--- config.mk ---
export PLATFORM = sky130hd
export DESIGN_NAME = video_cntr
export DESIGN_NICKNAME = d
export VERILOG_FILES = /design/src/rtl/video_cntr.sv
export SDC_FILE = /design/constraint.sdc
export NUM_CORES = 1
export LEC_CHECK = 0
export CAP_MARGIN = 20
export CORE_ASPECT_RATIO = 1.2
export CORE_MARGIN = 1
export CORE_UTILIZATION = 35
export CTS_BUF_LIST = sky130_fd_sc_hd__clkbuf_8
export DETAILED_ROUTE_END_ITERATION = 12
export PLACE_DENSITY = 0.72
export SYNTH_ARGS = -nofsm -noshare
export SYNTH_HDL_FRONTEND = slang
export SYNTH_SLANG_ARGS = --single-unit
--- constraint.sdc ---
create_clock -name clk -period 1.25 [get_ports clk]
set_input_delay 0.3125 -clock clk [delete_from_list [all_inputs] [get_ports clk]]
set_output_delay 0.3125 -clock clk [all_outputs]
set_load 0.01 [all_outputs]
--- src/rtl/video_cntr.sv ---
`default_nettype none
// ============================================================================
// Module      : video_cntr
// Description : Raster position tracker for a video-out pixel stream.
//               Reports the (x, y) position of the pixel requested in the
//               current cycle. Both counters are plain registers, so overlay
//               logic can index position-dependent data from them
//               combinationally without a path back to the stream inputs.
// Revision    : 1.0 - initial release
// ----------------------------------------------------------------------------
// Parameters
//   H_W       width of h_cntr (pixels per line up to 2^H_W)
//   V_W       width of v_cntr (lines per frame up to 2^V_W)
// Ports
//   clk       in   1    video clock, rising edge
//   reset     in   1    synchronous, active-high reset
//   in_vsync  in   1    frame-start strobe; clears position
//   in_req    in   1    pixel request; one pixel consumed per high cycle
//   in_eol    in   1    last pixel of line (qualified by in_req)
//   in_eof    in   1    last pixel of frame (qualified by in_req)
//   h_cntr    out  H_W  x of the pixel requested this cycle
//   v_cntr    out  V_W  y of the pixel requested this cycle
// Build option
//   VIDEO_CNTR_SAT_EN  when defined, the counters saturate at their all-ones
//                      value instead of wrapping modulo 2^W.
// ============================================================================
module video_cntr #(
  parameter int H_W = 12,
  parameter int V_W = 11
) (
  input  logic           clk,
  input  logic           reset,
  input  logic           in_vsync,
  input  logic           in_req,
  input  logic           in_eol,
  input  logic           in_eof,
  output logic [H_W-1:0] h_cntr,
  output logic [V_W-1:0] v_cntr
);

  localparam logic [H_W-1:0] C_H_MAX = {H_W{1'b1}};
  localparam logic [V_W-1:0] C_V_MAX = {V_W{1'b1}};
  localparam logic [H_W-1:0] C_H_ONE = {{(H_W-1){1'b0}}, 1'b1};
  localparam logic [V_W-1:0] C_V_ONE = {{(V_W-1){1'b0}}, 1'b1};

  logic [H_W-1:0] h_cntr_q, h_cntr_d;
  logic [V_W-1:0] v_cntr_q, v_cntr_d;
  logic [H_W-1:0] w_h_inc;
  logic [V_W-1:0] w_v_inc;

  // Increment values; the saturating build pins each counter at all-ones.
`ifdef VIDEO_CNTR_SAT_EN
  assign w_h_inc = (h_cntr_q == C_H_MAX) ? C_H_MAX : h_cntr_q + C_H_ONE;
  assign w_v_inc = (v_cntr_q == C_V_MAX) ? C_V_MAX : v_cntr_q + C_V_ONE;
`else
  assign w_h_inc = h_cntr_q + C_H_ONE;
  assign w_v_inc = v_cntr_q + C_V_ONE;
`endif

  // Priority: vsync, then eof, eol and plain pixel (all qualified by in_req).
  // Without in_req the stream is in blanking and eol/eof are ignored.
  always_comb begin
    h_cntr_d = h_cntr_q;
    v_cntr_d = v_cntr_q;
    if (in_vsync) begin
      h_cntr_d = '0;
      v_cntr_d = '0;
    end else if (in_req) begin
      if (in_eof) begin
        h_cntr_d = '0;
        v_cntr_d = '0;
      end else if (in_eol) begin
        h_cntr_d = '0;
        v_cntr_d = w_v_inc;
      end else begin
        h_cntr_d = w_h_inc;
      end
    end
  end

  always_ff @(posedge clk) begin
    if (reset) begin
      h_cntr_q <= '0;
      v_cntr_q <= '0;
    end else begin
      h_cntr_q <= h_cntr_d;
      v_cntr_q <= v_cntr_d;
    end
  end

  assign h_cntr = h_cntr_q;
  assign v_cntr = v_cntr_q;

endmodule
`default_nettype wire

Yosys cells after proc, flatten, opt, wreduce, memory -nomap -nowiden
Cells that the tools add are included.
Widths: inputs -> output; s select.
{"block": "totals", "regBits": 23, "in_bits": 6, "output_inout_bits": 23}
{"block": "op_classes", "n_reduce_logical": 3, "addsub": 2, "n_mux": 4}
{"cell": "$mux 12", "n": 2}
{"cell": "$mux 11", "n": 2}
{"cell": "$add 12x1->12 const B", "n": 1}
{"cell": "$add 11x1->11 const B", "n": 1}
{"cell": "$reduce_and 2->1", "n": 1}
{"cell": "$reduce_bool 2->1", "n": 1}
{"cell": "$reduce_or 2->1", "n": 1}

Longest topological paths before layout
{"block": "depth", "depth_word": 3, "depth_mapped": 5}

Worst setup path after synthesis
Ideal clock, no wire load.
{"block": "synth_path", "kind": "register -> register", "startpoint": "reg v_cntr_q[0], in the netlist v_cntr[0]", "endpoint": "reg v_cntr_q[8], in the netlist v_cntr[8]", "arrival_ps": 1349, "stages_incl_launch_ff": 5, "path_buffers": 0, "path_slack_ps": -169, "t_required_ps": 1180, "period_less_slack_ps": 1419, "path_cell_list": "dfxtp_1 > ha_1 > o211ai_1 > or4_1 > a21oi_1"}
{"block": "synth_via", "elab_chain_cells": 3}
{"item": "start: declaration", "line": "47", "source": "logic [V_W-1:0] v_cntr_q, v_cntr_d;"}
{"item": "start signal: assignment", "line": "87", "source": "v_cntr_q <= v_cntr_d;"}
{"item": "$add 11x1->11", "line": "57", "source": "assign w_v_inc = v_cntr_q + C_V_ONE;"}
{"item": "$mux 11", "line": "72", "source": "end else if (in_eol) begin"}
{"item": "$mux 11", "line": "69", "source": "if (in_eof) begin"}
Every way passes these cells. The select of a mux whose other input is x is not followed.
A chain may end at the register's enable or synchronous reset.

Worst setup path after layout
{"block": "layout_path", "startpoint": "reg v_cntr_q[0], in the netlist v_cntr[0]", "endpoint": "reg v_cntr_q[4], in the netlist v_cntr[4]"}
The elaborated chain is that of the path after synthesis.

==> impl_metrics.toml <==
[clocking]
htree_levels = 1
clockBufferDepth = 2
path_clk_slew_ns = 0.08
cts_buffers = 3
cts_tree = "built"
insertion_delay_ns = 0.26
cts_sinks = 23
cts.hold.buffers_added = 0
cts_root_buf = "clkbuf_8"

[layout]
final_core_util_pct = 65.8
seqCellArea_sq_um = 494
drive_gt1_share_pct = 45.2
final_nets = 208
antennaDiodeCount = 0
multi_input_area_sq_um = 689
area_growth_pct = 74.3
layout.cells.non_filler = 233
final_area_sq_mm = 0.00188
fillCellCount = 222

[synth]
synth-xor-area-share_pct = 3.24
yosys.area_share.adder_pct = 2.31
syn_area_per_cell_sq_um = 8.72
ys_warn_count = 0
synthSimpleGateAreaFrac_pct = 28.1
synth_top_family_by_area = "simple AND/OR/NAND/NOR gates"
synth_cells = 124
synth_compound_area_share_pct = 17.7
syn_nets = 132
ys_seq_area_share_pct = 42.6
netlist_area_sq_mm = 0.00108
muxShareOfSynthArea_pct = 3.70
ys_ff_latch = 23
ys_types = 30

[route]
ant_nets = 0
num_vias = 1244
drc_errors = 0
drt_iter0_markers = 27
vias_per_cell = 5.34
drtPass1Iterations = 4
wire_per_inst_um = 13.7
drt_wl_total_um = 3190

[run_status]
outcome = "complete, but fails checks"
violations = "setup timing"

[timing]
finalCritPeriodShare_pct = 107
hold_viol = 0
worst_pin_slew_ns = 0.328
slew_violations = 0
slew_headroom_pct = 78.0
period_needed_ns = 1.34
rsz0062_at_grt = "yes"
max_freq_mhz = 749
setup_ws_ns = -0.0859
skew_ns = 0.000870
setup_violations = 8

[critical_path]
cp_slowest_cell = "dfxtp_4"
endpoint_kind = "flop"
path_max_fanout = 5
cpPeakStageDelay_ns = 0.38
path_class = "reg -> reg"
crit_path_start = "v_cntr[0]"
critPathCapture = "v_cntr[4]"
cp-start-kind = "flop"
rrSetupSlack_ns = -0.09
arrival_ns = 1.53
reg2regPathDepth = 5
r2r-start = "v_cntr[0]"
required_ns = 1.44
path_cells = "ha_4, o211ai_1, buf_4, or3_1, a21oi_1"
r2r_end = "v_cntr[4]"

[min_path]
hold_path_class = "reg -> reg"

[floorplanning]
rows = 21
die_w_um = 52.7
die_h_um = 62.9
initial_core_util_pct = 37.7
dieArea_sq_mm = 0.00332
fp.coreArea_sq_mm = 0.00286
ios = 29

[grt]
grtUsageTotal_pct = 21.3
grt.overflow.total = 0
grt_pass1_wl_um = 5440
antenna_found_initial = 0
grt_pass1_vias = 1256
grt_max_degree = 13

[placement]
numPortBuffers = 28
post-dp-hpwl_um = 2120
placed_area_sq_mm = 0.00166
dpl.cell_count = 212
place.gp.congestion = 0.809
post-place-ws_ns = -0.595

[flow_run]
maxCapViolCount = 0

[pwr]
power_density_mw_per_mm2 = 682
p_leak_nw = 0.783
power_mw = 1.29
peakVddDrop_uv = 502
## how the worst min path moves through the flow
stage,startpoint,endpoint,slack [ns],depth (start not counted)
2_1_floorplan,reset,v_cntr[0],0.38,1
3_3_place_gp,v_cntr[10],v_cntr[10],0.46,2
3_5_place_dp,v_cntr[10],v_cntr[10],0.46,2
4_1_cts,v_cntr[10],v_cntr[10],0.48,2
5_1_grt,h_cntr[11],h_cntr[11],0.51,2
6_report,v_cntr[10],v_cntr[10],0.48,2
## synth_stat cells
master     instances  area [sq um]
o21ai_1            1          5.00
nor4_1             3          18.8
o31ai_1            5          37.5
xnor2_1            1          8.76
nand4_1            5          31.3
ha_1               2          25.0
o211a_1            1          10.0
buf_2              2          10.0
nand2b_1           2          12.5
o21ai_0            6          30.0
and4b_1            1          10.0
buf_4              1          7.51
a211oi_1           1          7.51
or3_1              6          37.5
dfxtp_1           23           460
or4_1              5          37.5
o21a_1             2          15.0
nor2_1             6          22.5
nand4_4            1          21.3
o2111ai_1          1          8.76
nor4bb_1           1          10.0
o211ai_1           1          7.51
mux2i_1            4          40.0
nor3_1             3          15.0
nand3b_1           1          7.51
a21oi_1           14          70.1
nand2_1           16          60.1
nand3_1            4          20.0
xor2_1             3          26.3
inv_1              2          7.51
## critical path, delay by kind of cell (launching register included)
kind	cells	cell delay, ns
AOI/OAI and AO/OA	2	0.27
buffers and inverters	1	0.18
and+or+nand+nor	1	0.31
DFF	1	0.38
adders and majority gates	1	0.13
## flip-flops by register name (all words and copies together) (netlist names)
register / flops
h_cntr: 12
v_cntr: 11
## cell type report
type	count	share of cell area [%]
flip-flops and latches	23	26.2
well taps	34	2.26
repair buffers	74	32.1
inverters	2	0.398
multi-input cells	96	36.6
clock buffers	3	2.19
clock inverters	1	0.199
## cell families after synthesis
| logic type | Yosys count |
|---|---|
| AND/OR/NAND/NOR | 54 |
| multiplexers | 4 |
| AO/OA/AOI/OAI | 32 |
| flip-flops | 23 |
| buffers and inverters | 5 |
| adder cells (fa/ha/maj) | 2 |
| XOR/XNOR | 4 |
## report_power, final
part,internal [mW],leakage [nW],switching (mW)
clock,0.219,0.0269,0.236
combinational,0.0504,0.560,0.0484
sequential,0.727,0.196,0.00409
total,0.996,0.783,0.289
## timing repair
item | 4_1_cts | 5_1_grt
gates cloned | 1 | 0
pin swaps | 12 | 7
gates resized for setup | 42 | 30
hold endpoints to repair | 0 | 0
endpoints found under the setup margin | 46 | 32
setup buffers | 10 | 7
## layout by cell type (no fill, tap or decap), types with 3 or more instances in the layout
cell and count:
clkdlybuf4s15_1 5, nand4_1 5, a21oi_2 5, clkbuf_2 5, buf_6 4, o31ai_1 3
o21ai_0 6, dfxtp_2 15, mux2i_1 4, clkbuf_8 3, buf_4 40, inv_1 3
xor2_1 3, a21oi_1 9, or4_1 3, nand3_1 4, or3_1 4, dfxtp_1 4
dfxtp_4 4, nor2_1 5, nand2_1 16, dlygate4sd2_1 16
## through the flow
| stage | setup TNS, ns | hold WS (ns) |
|---|---|---|
| finish | -0.383 | 0.475 |
| global route | -1.24 | 0.512 |
| CTS | -0.655 | 0.475 |
| detailed placement | -10.92 | 0.464 |
| global placement | -9.74 | 0.457 |
| floorplan | -0.0281 | 0.380 |
## routing by layer
| layer | track usage [%] | up-vias | wire [um] |
|---|---|---|---|
| met2 | 37.8 | 32 | 1760 |
| met5 | 0 | - | 0 |
| met4 | 7.89 | 0 | 61 |
| met3 | 2.19 | 7 | 82 |
| li1 | - | 617 | - |
| met1 | 25.1 | 588 | 1280 |
Note: power is estimated with default switching activity, not from simulation.
